File: config.mk
export PLATFORM = sky130hd
export DESIGN_NAME = timer_periph_flat
export DESIGN_NICKNAME = d
export VERILOG_FILES = /design/src/rtl/timer_periph_if.sv /design/src/rtl/timer_periph.sv /design/src/flat_wrapper.sv
export SDC_FILE = /design/constraint.sdc
export NUM_CORES = 1
export LEC_CHECK = 0
export CAP_MARGIN = 20
export CORE_MARGIN = 1.5
export CORE_UTILIZATION = 60
export DETAILED_ROUTE_END_ITERATION = 8
export PLACE_DENSITY = 0.85
export SYNTH_ARGS = -nofsm -noshare
export SYNTH_HDL_FRONTEND = slang
export SYNTH_SLANG_ARGS = --single-unit
File: constraint.sdc
create_clock -name clk -period 3.73 [get_ports clk]
set_input_delay 0.373 -clock clk [delete_from_list [all_inputs] [get_ports clk]]
set_output_delay 0.373 -clock clk [all_outputs]
set_load 0.01 [all_outputs]
File: src/rtl/timer_periph_if.sv
// Bus port bundle for the timer slave: chip-enable, write strobe, byte
// offset, write data and the combinational read data returned upstream.
interface timer_periph_if;
  logic        cs;
  logic        we;
  logic [7:0]  addr;
  logic [31:0] wdata;
  logic [31:0] rdata;

  modport master (output cs, output we, output addr, output wdata, input rdata);
  modport slave  (input cs, input we, input addr, input wdata, output rdata);
endinterface

File: src/rtl/timer_periph.sv
// Memory-mapped 32-bit timer: prescaler, auto-reload up-counter, sticky
// update flag (W1C) and a level interrupt. Registers live at word offsets
// 0x00 CR, 0x04 PSC, 0x08 ARR, 0x0C CNT, 0x10 SR; 0x14-0x1C are reserved.
module timer_periph #(
  parameter int PSC_W = 16
) (
  input  logic           clk,
  input  logic           reset,
  timer_periph_if.slave  bus,
  output logic           irq
);

  localparam logic [2:0] OFF_CR  = 3'd0;
  localparam logic [2:0] OFF_PSC = 3'd1;
  localparam logic [2:0] OFF_ARR = 3'd2;
  localparam logic [2:0] OFF_CNT = 3'd3;
  localparam logic [2:0] OFF_SR  = 3'd4;

  logic             r_en;
  logic             r_opm;
  logic             r_ie;
  logic             r_uif;
  logic [PSC_W-1:0] r_psc;
  logic [PSC_W-1:0] r_psc_cnt;
  logic [31:0]      r_arr;
  logic [31:0]      r_cnt;

  logic        w_wr;
  logic [2:0]  w_off;
  logic        w_wr_cr;
  logic        w_wr_psc;
  logic        w_wr_arr;
  logic        w_wr_cnt;
  logic        w_wr_sr;
  logic        w_tick;
  logic        w_hit;
  logic        w_update;
  logic [31:0] w_psc_ext;
  logic        w_unused_addr;

  assign w_wr     = bus.cs & bus.we;
  assign w_off    = bus.addr[4:2];
  assign w_wr_cr  = w_wr && (w_off == OFF_CR);
  assign w_wr_psc = w_wr && (w_off == OFF_PSC);
  assign w_wr_arr = w_wr && (w_off == OFF_ARR);
  assign w_wr_cnt = w_wr && (w_off == OFF_CNT);
  assign w_wr_sr  = w_wr && (w_off == OFF_SR);

  // Only addr[4:2] selects a register; the remaining offset bits are don't-care.
  assign w_unused_addr = ^{bus.addr[7:5], bus.addr[1:0]};

  // A tick fires on the prescaler's terminal count; a CNT write on the same
  // edge takes the counter over, so the reload compare is dropped then.
  assign w_tick   = r_en && (r_psc_cnt == r_psc);
  assign w_hit    = (r_cnt == r_arr);
  assign w_update = w_tick && w_hit && !w_wr_cnt;

  assign irq = r_uif & r_ie;

  // Zero-extend PSC to the bus width for readback.
  always_comb begin
    w_psc_ext              = '0;
    w_psc_ext[PSC_W-1:0]   = r_psc;
  end

  // Control register; a bus write beats the one-shot auto-clear of EN.
  always_ff @(posedge clk or negedge reset) begin
    if (!reset) begin
      r_en  <= 1'b0;
      r_opm <= 1'b0;
      r_ie  <= 1'b0;
    end else if (w_wr_cr) begin
      r_en  <= bus.wdata[0];
      r_opm <= bus.wdata[1];
      r_ie  <= bus.wdata[2];
    end else if (w_update && r_opm) begin
      r_en  <= 1'b0;
    end
  end

  // Prescaler value and its running counter; a PSC write restarts the count.
  always_ff @(posedge clk or negedge reset) begin
    if (!reset) begin
      r_psc     <= '0;
      r_psc_cnt <= '0;
    end else begin
      if (w_wr_psc) begin
        r_psc <= bus.wdata[PSC_W-1:0];
      end
      if (w_wr_psc || w_tick) begin
        r_psc_cnt <= '0;
      end else if (r_en) begin
        r_psc_cnt <= r_psc_cnt + 1'b1;
      end
    end
  end

  // Auto-reload limit.
  always_ff @(posedge clk or negedge reset) begin
    if (!reset) begin
      r_arr <= 32'hFFFF_FFFF;
    end else if (w_wr_arr) begin
      r_arr <= bus.wdata;
    end
  end

  // Main counter: bus write first, else reload on match or wrap-increment on tick.
  always_ff @(posedge clk or negedge reset) begin
    if (!reset) begin
      r_cnt <= '0;
    end else if (w_wr_cnt) begin
      r_cnt <= bus.wdata;
    end else if (w_tick) begin
      r_cnt <= w_hit ? 32'd0 : r_cnt + 32'd1;
    end
  end

  // Sticky update flag; a hardware set outranks a same-edge W1C clear.
  always_ff @(posedge clk or negedge reset) begin
    if (!reset) begin
      r_uif <= 1'b0;
    end else if (w_update) begin
      r_uif <= 1'b1;
    end else if (w_wr_sr && bus.wdata[0]) begin
      r_uif <= 1'b0;
    end
  end

  // Combinational read mux; deselected or reserved offsets return zero.
  always_comb begin
    bus.rdata = 32'd0;
    if (bus.cs) begin
      case (w_off)
        OFF_CR:  bus.rdata = {29'd0, r_ie, r_opm, r_en};
        OFF_PSC: bus.rdata = w_psc_ext;
        OFF_ARR: bus.rdata = r_arr;
        OFF_CNT: bus.rdata = r_cnt;
        OFF_SR:  bus.rdata = {31'd0, r_uif};
        default: bus.rdata = 32'd0;
      endcase
    end
  end

endmodule
File: src/flat_wrapper.sv
// flat-port wrapper written by rule: the top's interface ports become plain ports
module timer_periph_flat 
#(
  parameter int PSC_W = 16
)
  (clk, reset, irq, bus_cs, bus_we, bus_addr, bus_wdata, bus_rdata);
  timer_periph_if bus_i ();
  input  logic clk;
  input  logic reset;
  output logic irq;
  input wire logic [$bits(bus_i.cs)-1:0] bus_cs;
  input wire logic [$bits(bus_i.we)-1:0] bus_we;
  input wire logic [$bits(bus_i.addr)-1:0] bus_addr;
  input wire logic [$bits(bus_i.wdata)-1:0] bus_wdata;
  output wire logic [$bits(bus_i.rdata)-1:0] bus_rdata;
  assign bus_i.cs = bus_cs;
  assign bus_i.we = bus_we;
  assign bus_i.addr = bus_addr;
  assign bus_i.wdata = bus_wdata;
  assign bus_rdata = bus_i.rdata;
  timer_periph #(.PSC_W(PSC_W)) u_core (.clk(clk), .reset(reset), .bus(bus_i), .irq(irq));
endmodule
Word-level counts from Yosys, hierarchy flattened

Index checks and enable logic that the tools add are counted.

Input bits: 44
Logic and storage cells: 46
Bits in registers: 100
Output and inout bits: 33

Reductions and logical operators: 17
Add/subtract/negate cells: 2
Eq/ne operators: 6
Mux-type cells: 11
Bitwise gates (word level): 2

Operators with widths:

| operator                | count |
|---|---|
| $pmux W32 S5            | 1 |
| $mux W32                | 4 |
| $add A32 B1 Y32 const B | 1 |
| $eq A32 B32 Y1          | 1 |
| $mux W16                | 2 |
| $add A16 B1 Y16 const B | 1 |
| $eq A16 B16 Y1          | 1 |
| $logic_and A1 B1 Y1     | 10 |
| $reduce_bool A2 Y1      | 4 |
| $eq A3 B2 Y1 const B    | 2 |
| $mux W1                 | 4 |
| $eq A3 B1 Y1 const B    | 1 |
| $eq A3 B3 Y1 const B    | 1 |
| $logic_not A3 Y1        | 1 |
| $and A1 B1 Y1           | 2 |
| $logic_not A1 Y1        | 1 |
| $logic_or A1 B1 Y1      | 1 |

Depth between registers and ports, before layout

Gate-level depths: netlist of the first run.

Depth after elaboration: 7
Gate-level depth with buffers: 9
Gate-level depth less buffers: 7

Least setup slack after synthesis of the first run

Ideal clock, no wire load.

Path kind: register to register
Start point: register u_core.r_psc[10]
End point: register u_core.r_cnt[26]
Buffers on the path: 2
Data required time: 3.596 ns
Path slack: 1.720 ns
Data arrival time: 1.876 ns
Setup time: 0.134 ns
Stages on the path, launching flop included: 9
Cell sequence: dfrtp_1 xnor2_2 nand4_1 or4_4 or2_1 buf_6 buf_6 a2bb2oi_1 o21ai_0

Word-level cells in the longest chain between the ends: 3

RTL lines:

| element                             | line                | source |
|---|---|---|
| start, declared                     | timer_periph.sv:23  | `logic [PSC_W-1:0] r_psc;` |
| start signal, assigned              | timer_periph.sv:88  | `r_psc <= bus.wdata[PSC_W-1:0];` |
| $eq A16 B16 Y1                      | timer_periph.sv:54  | `assign w_tick = r_en && (r_psc_cnt == r_psc);` |
| $logic_and A1 B1 Y1                 | timer_periph.sv:54  |  |
| $reduce_bool A2 Y1 (no source line) | --                  |  |
| end signal, assigned                | timer_periph.sv:112 | `r_cnt <= bus.wdata;` |
| end signal, assigned                | timer_periph.sv:114 | `r_cnt <= w_hit ? 32'd0 : r_cnt + 32'd1;` |
| end, declared                       | timer_periph.sv:26  | `logic [31:0] r_cnt;` |

No other way between the ends.
A chain may end at the register's enable or synchronous reset.

Worst setup path in the final report of the first run

Start point: input bus_addr[3]
End point: output bus_rdata[7]

Word-level cells in the longest chain between the ends: 3
Elaborated cells on any way between the ends: 7
Those cells by class: eq/ne: 4; mux: 2; reduce/logical: 1

RTL lines:

| element                                    | line                | source |
|---|---|---|
| start, declared                            | flat_wrapper.sv:13  | `input wire logic [$bits(bus_i.addr)-1:0] bus_addr;` |
| $eq A3 B3 Y1, or another cell as far along | timer_periph.sv:133 | `case (w_off)` |
| $pmux W32 S5 *                             | timer_periph.sv:133 |  |
| $mux W32 *                                 | timer_periph.sv:132 | `if (bus.cs) begin` |
| end, declared                              | flat_wrapper.sv:15  | `output wire logic [$bits(bus_i.rdata)-1:0] bus_rdata;` |

Mark *: on every way between the ends. The rest lies on a longest branch, timed or not.

==> results.toml, run 1 <==
[clock_tree]
cts_htree_levels = 3
clk_path_buf_depth = 2
cts_tree = "built"
cts.sinks = 100
cts_resized = 0
cts.clk_slew.worst_paths_ns = 0.10
insertion_delay_ns = 0.39
cts_setup_buffers = 0
numCtsBuffers = 9
cts_root_buf = "clkbuf_8"

[power_and_ir_drop]
seqPwrFrac_pct = 48.9
powerDensity_mw_per_mm2 = 466
p_int_uw = 2280
switching_share_pct = 33.6
power.share.clock_pct = 24.0
p_leak_uw = 0.00275
irDropWorstVdd_v = 0.000329
p_comb_share_pct = 27.1
p_switching_uw = 1150

[floorplanning]
die_y_um = 106
die_area_mm2 = 0.0112
design.core.area_mm2 = 0.0103
rows = 37
die_w_um = 106
start_util_pct = 61.7
io-pin-count = 77

[worst_setup_path]
crit_start = "bus_addr[3]"
cp.required_ns = 3.36
rr_startpoint = "u_core.r_psc_cnt[9]$_DFFE_PN0P_"
cp_common_cell = "clkdlybuf4s50_1"
cp.depth = 6
cp_top_family = "buffers and inverters"
crit_slowest_cell = "clkdlybuf4s50_1"
rr_worst_depth = 6
crit_chain = "clkdlybuf4s50_1 -> buf_4 -> mux2_2 -> a22oi_1 -> nor2_1 -> clkdlybuf4s50_1"
start_kind = "primary input"
crit_arrival_ns = 2.55
max_stage_delay_ns = 0.74
cp_num_buf_inv = 3
critPathKind = "primary input to output pin"
reg2reg_slack_ns = 0.95
endpoint_kind = "output pin"
path_max_fanout = 11
timing.rr.end = "u_core.r_en$_DFFE_PN0P_"
cp-endpoint = "bus_rdata[7]"

[detailed_routing]
post_drt_wl_per_cell_um = 20.5
viasPerCell = 6.54
ant_nets = 0
drc_errors = 0
vias = 5474
first_pass_iters = 5
drt_iter0_markers = 574
wl_mm = 17.2

[min_path]
hold_path.class = "primary input to async pin"

[cells_and_area]
layout_common_cells = "69 x clkdlybuf4s50_1, 68 x dfrtp_1, 63 x mux2_2"
nets = 742
fin_area_mm2 = 0.00736
fillers = 750
post_route_cells_drive_above_1_share_pct = 21.1
antennaDiodeCount = 0
final_common_cell = "clkdlybuf4s50_1"
areaGrowthSynthToFinish_pct = 16.0

[global_route]
overflow = 0
grt_usage_pct = 31.9
grt_pass1_vias = 5233
antenna_found_initial = 0
grt_first_pass_wirelength_mm = 27.7
grt_start_max_net_pins = 79

[synthesis]
syn_avg_cell_area_um2 = 9.73
syn_area_mm2 = 0.00634
synth.distinct_cells = 56
yosys.area.top_type = "dfrtp_1"
ys_seq_area_share_pct = 40.1
yosys_warnings = 0
syn_inst = 652
synth_ff_type = "dfrtp_1"
ys_seq_elements = 100
syn_nets = 698
synth_area_leaders = "dfrtp_1 27%, dfstp_2 13%, mux2_2 11%"
synth_edf_count = 0
synthArstFlopShare_pct = 100
synth_top_area_share_pct = 26.8

[sta]
timing.fmax_mhz = 342
slew_violations = 0
worst_clock_skew_ns = 0.0147
maxSlewHeadroom_pct = 20.7
hold_ws_ns = 0.419
hold_viol_final = 0
worst_pin_slew_ns = 1.19
finalCritPeriodShare_pct = 78.5
finalSetupViolations = 0
period_minus_slack_ns = 2.93
setup_tns_ns = 0
rsz0062_at_grt = "no"

[placed_design]
dpl_cell_area_mm2 = 0.00708
dp_hpwl_mm = 12.1
portBuffers = 71
gp_congestion = 0.923

[outcome]
status = "complete, no violations"

[run]
cap_violations = 0
## repair_timing
action	4_1_cts	5_1_grt
setup endpoints to repair	0	0
endpoints found under the hold margin	0	8
hold buffers	0	1
## kinds of logic (layout without fill, tap and decap cells)
family                   count (synthesis)  count (layout)  share of synthesized area, %
multiplexers                            85              85                          15.2
AND/OR/NAND/NOR                        232             232                          19.3
AO/OA/AOI/OAI                          113             113                          11.9
buffers and inverters                   57             106                          4.36
flip-flops                             100             100                          40.1
XOR/XNOR                                63              63                          8.81
adder cells (fa/ha/maj)                  2               2                         0.394
## state kept, by name, summed over array words and instances (netlist names)
signal            count
u_core.r_cnt         32
u_core.r_uif          1
u_core.r_psc_cnt     16
u_core.r_opm          1
u_core.r_arr         32
u_core.r_psc         16
u_core.r_en           1
u_core.r_ie           1
## power groups by stage
stage | Combinational, uW | Sequential, uW | Clock (uW)
finish | 928 | 1680 | 822
global route | 997 | 1710 | 870
CTS | 914 | 1670 | 826
detailed placement | 904 | 1680 | 0
global placement | 872 | 1660 | 0
floorplan | 705 | 1540 | 0
## cells in the mapped netlist (all sizes together), types with 19 or more instances
library cell,number
nor2,62
a22oi,37
mux2,63
xnor2,50
nor3,21
dfstp,32
o21ai,29
clkbuf,28
mux2i,19
nand4,31
dfrtp,68
nand3,21
nand2,45
buf,24
## worst min-delay path by stage
stage	startpoint	end	slack, ns	cells past startpoint
final	reset	u_core.r_cnt[31]$_DFFE_PN0P_	0.42	2
after global routing	reset	u_core.r_cnt[31]$_DFFE_PN0P_	0.45	2
after CTS	reset	u_core.r_cnt[10]$_DFFE_PN0P_	0.18	1
after detailed placement	u_core.r_uif$_DFFE_PN0P_	u_core.r_uif$_DFFE_PN0P_	0.49	1
after global placement	u_core.r_uif$_DFFE_PN0P_	u_core.r_uif$_DFFE_PN0P_	0.49	1
after floorplan	reset	u_core.r_cnt[0]$_DFFE_PN0P_	0.08	0
## area by class of cell
type                    instances  area [um^2]  share of cell area (%)
clock buffers                  13          169                    2.30
clock inverters                 3         67.6                   0.918
inverters                       5         18.8                   0.255
multi-input cells             495         3550                    48.2
flip-flops and latches        100         2540                    34.6
well taps                     136          170                    2.31
repair buffers                 85          843                    11.5
## routing by layer
layer / track usage [%] / routed length [um] / vias to the layer above
met5: 0 / 0 / -
met4: 13.9 / 526 / 0
met3: 5.32 / 1370 / 46
met2: 48.6 / 8060 / 287
met1: 45.1 / 7200 / 2691
li1: - / - / 2450
## stage by stage
step                      util (%)  setup WS [ns]  std cells  power [uW]
after global routing          71.6          0.695        837        3570
after global placement        68.9          0.832        819        2540
final                         71.6          0.802        837        3430
after CTS                     71.2          0.825        835        3400
after floorplan                  -           1.72        652        2250
after detailed placement      68.9          0.846        819        2590
(Power assumes the default switching activity.)
==> run 2, diff against run 1 <==
--- a/config.mk
+++ b/config.mk
@@ -7,9 +7,9 @@
 export LEC_CHECK = 0
 export CAP_MARGIN = 20
 export CORE_MARGIN = 1.5
-export CORE_UTILIZATION = 60
+export CORE_UTILIZATION = 51
 export DETAILED_ROUTE_END_ITERATION = 8
-export PLACE_DENSITY = 0.85
+export PLACE_DENSITY = 0.77
 export SYNTH_ARGS = -nofsm -noshare
 export SYNTH_HDL_FRONTEND = slang
 export SYNTH_SLANG_ARGS = --single-unit
==> constraint.sdc (replaced) <==
create_clock -name clk -period 2.3 [get_ports clk]
set_input_delay 0.23 -clock clk [delete_from_list [all_inputs] [get_ports clk]]
set_output_delay 0.23 -clock clk [all_outputs]
set_load 0.01 [all_outputs]
==> results.toml, run 2 (synthesis results as in run 1) <==
[clock_tree]
clk_path_buf_depth = 2
cts_htree_levels = 3
numCtsBuffers = 9
insertion_delay_ns = 0.36
cts.sinks = 100
cts_tree = "built"
cts_root_buf = "clkbuf_16"
cts.clk_slew.worst_paths_ns = 0.07

[worst_setup_path]
cp_top_family = "flip-flops"
start_kind = "flop"
crit_chain = "xnor2_1 -> nand4_1 -> nor4_2 -> buf_4 -> a211oi_4 -> buf_6 -> buf_12 -> a22oi_1 -> o21ai_0"
critPathKind = "flop to flop"
path_max_fanout = 9
cp.required_ns = 2.54
crit_arrival_ns = 2.50
timing.rr.end = "u_core.r_cnt[8]$_DFFE_PN0P_"
rr_startpoint = "u_core.r_arr[9]$_DFFE_PN1P_"
endpoint_kind = "flop"
cp_num_buf_inv = 3
crit_slowest_cell = "dfstp_2"
rr_worst_depth = 9
max_stage_delay_ns = 0.57
reg2reg_slack_ns = 0.04

[global_route]
grt_start_max_net_pins = 40
grt_usage_pct = 29.1
grt_pass1_vias = 5390
antenna_found_initial = 0
overflow = 0
grt_first_pass_wirelength_mm = 29.0

[floorplanning]
rows = 40
design.core.area_mm2 = 0.0121
die_y_um = 115
io-pin-count = 77
start_util_pct = 52.6
die_w_um = 115
die_area_mm2 = 0.0131

[cells_and_area]
reg.largest.list = "u_core.r_arr x32, u_core.r_cnt x32"
post_route_cells_drive_above_1_share_pct = 28.8
areaGrowthSynthToFinish_pct = 26.9
layout_common_cells = "64 x dfrtp_1, 63 x mux2_2, 61 x nor2_1"
antennaDiodeCount = 0
final_common_cell = "dfrtp_1"
fillers = 926
seq_area_mm2 = 0.00255
multi_input_area_mm2 = 0.00366
nets = 790
fin_area_mm2 = 0.00805

[placed_design]
gp_congestion = 0.915
portBuffers = 71
dpl_cell_area_mm2 = 0.00755
dp_hpwl_mm = 13.5

[sta]
hold_viol_final = 0
timing.fmax_mhz = 442
hold_ws_ns = 0.405
finalCritPeriodShare_pct = 98.3
worst_pin_slew_ns = 0.530
period_minus_slack_ns = 2.26
maxSlewHeadroom_pct = 64.7
rsz0062_at_grt = "yes"
finalSetupViolations = 0
worst_clock_skew_ns = 0.00996
slew_violations = 0

[detailed_routing]
drt_iter0_markers = 358
drc_errors = 0
viasPerCell = 6.11
vias = 5600
first_pass_iters = 5
ant_nets = 0
wl_mm = 18.4
post_drt_wl_per_cell_um = 20.1

[power_and_ir_drop]
total_power_uw = 6050
switching_share_pct = 33.4
p_int_uw = 4030
irDropWorstVdd_v = 0.000443
seqPwrFrac_pct = 43.7
p_leak_uw = 0.00329
powerDensity_mw_per_mm2 = 751
p_switching_uw = 2020
p_comb_share_pct = 29.8
power.share.clock_pct = 26.5

[outcome]
status = "complete, no violations"

[run]
cap_violations = 0

[min_path]
hold_path.class = "primary input to async pin"
[run 2: changes by cell type in the layout (fill, tap and decap cells not counted), sizes merged]
cell / change
buf: +48
clkdlybuf4s50: -13
dlymetal6s2s: +10
clkinv: +4
clkbuf: -3
dlygate4sd2: +3
bufinv: -1
clkinvlp: -1
inv: +1
[run 2: worst max-delay path by stage]
stage / slack, ns / end / cells past startpoint / startpoint
2_1_floorplan: 0.29 / u_core.r_cnt[26]$_DFFE_PN0P_ / 8 / u_core.r_psc[10]$_DFFE_PN0P_
3_3_place_gp: 0.01 / bus_rdata[5] / 7 / bus_addr[3]
3_5_place_dp: -0.04 / u_core.r_cnt[8]$_DFFE_PN0P_ / 7 / u_core.r_psc[9]$_DFFE_PN0P_
4_1_cts: 0.006 / bus_rdata[8] / 7 / bus_addr[3]
5_1_grt: -0.03 / u_core.r_cnt[26]$_DFFE_PN0P_ / 8 / u_core.r_cnt[1]$_DFFE_PN0P_
6_report: 0.04 / u_core.r_cnt[8]$_DFFE_PN0P_ / 9 / u_core.r_arr[9]$_DFFE_PN1P_
[run 2: repair_timing]
| item | CTS | global route |
|---|---|---|
| setup endpoints to repair | 20 | 42 |
| pin swaps | 0 | 8 |
| resized for setup | 7 | 30 |
| endpoints found under the hold margin | 19 | 0 |
| hold buffers | 1 | 0 |
| setup buffers | 0 | 4 |
[run 2: per-layer routing]
layer | up-vias | track usage, % | wire length, um
met5 | - | 0 | 0
li1 | 2546 | - | -
met3 | 31 | 5.72 | 1130
met4 | 0 | 11.3 | 459
met1 | 2798 | 38.9 | 8040
met2 | 225 | 46.7 | 8810
[run 2: power groups by stage]
stage	logic [uW]	clock network [uW]	registers, uW
2_1_floorplan	1140	0	2500
3_3_place_gp	1670	0	2610
3_5_place_dp	1710	0	2630
4_1_cts	1750	1620	2610
5_1_grt	1940	1690	2690
6_report	1810	1600	2640
[run 2: per-stage QoR]
step / setup WS (ns) / cells / util, % / setup TNS (ns)
2_1_floorplan: 0.290 / 652 / - / 0
3_3_place_gp: 0.0115 / 896 / 62.6 / 0
3_5_place_dp: -0.0370 / 896 / 62.6 / -0.130
4_1_cts: 0.00553 / 913 / 65.4 / 0
5_1_grt: -0.0346 / 917 / 66.8 / -0.0677
6_report: 0.0381 / 917 / 66.8 / 0
[run 2: final cells by class]
cell class                 instances  area share, %
sequential                       100           31.6
tap                              168           2.61
clock inverter                     6          0.901
inverter                           5          0.233
clock buffer                      10           2.97
multi-input combinational        495           45.4
timing repair buffer             133           16.2
==> edit: new RTL, config.mk and constraints of run 1 <==
`PSC_W` is set to 16 in 2 places; all go to 12.
--- a/src/rtl/timer_periph.sv
+++ b/src/rtl/timer_periph.sv
@@ -2,7 +2,7 @@
 // update flag (W1C) and a level interrupt. Registers live at word offsets
 // 0x00 CR, 0x04 PSC, 0x08 ARR, 0x0C CNT, 0x10 SR; 0x14-0x1C are reserved.
 module timer_periph #(
-  parameter int PSC_W = 16
+  parameter int PSC_W = 12
 ) (
   input  logic           clk,
   input  logic           reset,
--- a/src/flat_wrapper.sv
+++ b/src/flat_wrapper.sv
@@ -1,7 +1,7 @@
 // flat-port wrapper written by rule: the top's interface ports become plain ports
 module timer_periph_flat 
 #(
-  parameter int PSC_W = 16
+  parameter int PSC_W = 12
 )
   (clk, reset, irq, bus_cs, bus_we, bus_addr, bus_wdata, bus_rdata);
   timer_periph_if bus_i ();
Check against the original RTL: not equivalent (a bounded check fails within 4 cycles, from zero or initial values and one cycle with reset low).
==> edit against run 1 <==
  * Die area fell by 6.9%
  * Critical endpoint is now bus_rdata[6]
  * Final area fell by 7.3%
  * Clock power fell by 17%
  * Wire length shrank 11%
  * Sequential cell count shrank 8
  * Power decreased by 12%
  * Worst setup slack worse by 0.22 ns
  * Area after synthesis fell by 7.1%
==> edit: results (changes against run 1) <==
Parameter                              Value

Outcome
  Outcome    completed

Finish
  Multi-input combinational cell area    3220 um2 (-9.1%)
  Final clock-cell share    2.83% (-0.39 points)
  Count of buffers not belonging to the clock network in the layout    86 (+1.2%)
  Share of cell area taken by flip-flops and latches    34.4% (-0.20 points)
  Sequential cell count    92 (-8.0%)
  Clock Buffer Count    10 (-3)
  Final core utilization    72.8% (+1.2 points)
  Filler Cell Count    718 (-4.3%)
  Multi-input gate share of the layout cell area    47.3% (-0.93 points)
  Number of nets at the end of the flow    716 (-3.5%)
  Inverter count of the layout excluding clock inverters    8 (+3)
  Multi-In Gates    473 (-4.4%)
  Cell Count, Final, Fillers Out    804 (-3.9%)
  Non-clock buffering overhead in the final layout    12.7% (+1.3 points)

Yosys
  Number of library cell types mapped by synthesis    64 (+14%)
  Commonest cells in the netlist    nor2_1, dfrtp_1, xnor2_1, nand2_1, mux2_2
  Most area-consuming cells after synthesis    dfrtp_1, dfstp_2, mux2_2
  Post-Synth Adder-Cell Area    0.424% (+0.030 points)
  Synthesized instance count    625 (-4.1%)
  Compound-Gate Fraction of Synth Area    9.76% (-2.1 points)
  Post-synthesis net count    671 (-3.9%)
  Xor/xnor share of the synthesized area    8.32% (-0.50 points)
  Sequential share of the synthesized area    39.7% (-0.35 points)

Setup path
  Endpoint arrival time on the critical path    2.77 ns (+0.22 ns)
  Largest fanout on the critical path    12 (+1)
  Reg2reg setup slack    0.99 ns (+0.04 ns)
  Startpoint of the worst register-to-register path    u_core.r_cnt[17]$_DFFE_PN0P_
  Count of cells along the worst register-to-register path    7 (+1)
  Destination of the worst register-to-register timing path    u_core.r_cnt[17]$_DFFE_PN0P_
  Crit path to    bus_rdata[6]

Clock tree
  Clock Tree Buf Depth    2 (unchanged)

Global routing
  Met1 routing resource usage after global routing    43.0% (-2.1 points)
  Pin count of the biggest net entering global routing    80 (+1.3%)
  Met2 track demand over resource in global routing    48.7% (+0.14 points)
  Total global-route track usage    30.7% (-1.3 points)
  Met3 track utilization from global routing    5.54% (+0.22 points)
  Wire length of the first global-routing pass    24.7 mm (-11%)

Place
  Gp weighted congestion    0.881 (-4.6%)
  HPWL reported at the end of detailed placement    10.7 mm (-12%)
  Post-detailed-placement cell area    6590 um2 (-7.0%)
  DP Worst Slack    0.699 ns (-0.146 ns)
  Number of placed instances with taps included    786 (-4.0%)

Route
  Number of vias per cell after detailed routing    6.33 (-3.2%)
  Met2 Routed Length    7.35 mm (-8.8%)
  Routed wire per std cell    19.1 um (-7.0%)
  Count of routing violations after the opening detailed-route iteration    536 (-6.6%)
  Met3 wire length    1.18 mm (-14%)

Timing
  Slew @ Worst Pin    0.793 ns (-0.397 ns)
  Share of the clock period used by the worst path    84.3% (+5.8 points)
  Layout Skew    0.0100 ns (-0.00469 ns)
  Final hold slack    0.488 ns (+0.0692 ns)

Pwr
  Maximum vdd ir drop    0.228 mV (-31%)
[edit: changes by cell type after synthesis, moves of 5 or more]
cell,before,now
and3_1,10,5
mux2_2,63,46
nand4_1,30,23
a22oi_1,37,10
mux2i_1,19,34
a21oi_1,17,30
buf_2,15,7
o21ai_1,13,0
a2bb2oi_1,6,0
nor2_1,62,78
dfrtp_1,68,60
clkbuf_8,0,6
xor2_1,13,6
[edit: report_power, final]
part           switching [mW]  internal, mW  total (mW)  leakage (nW)
logic                   0.357         0.436       0.793          1.48
registers               0.276          1.25        1.53          1.04
clock network           0.367         0.312       0.679        0.0966
total                    1.00          2.00        3.00          2.61
[edit: worst max-delay path: stages]
cell             delay, ns
clkdlybuf4s50_1       0.78
nor2b_1               0.74
a21oi_1               0.18
nor2_1                0.14
clkdlybuf4s50_1       0.55
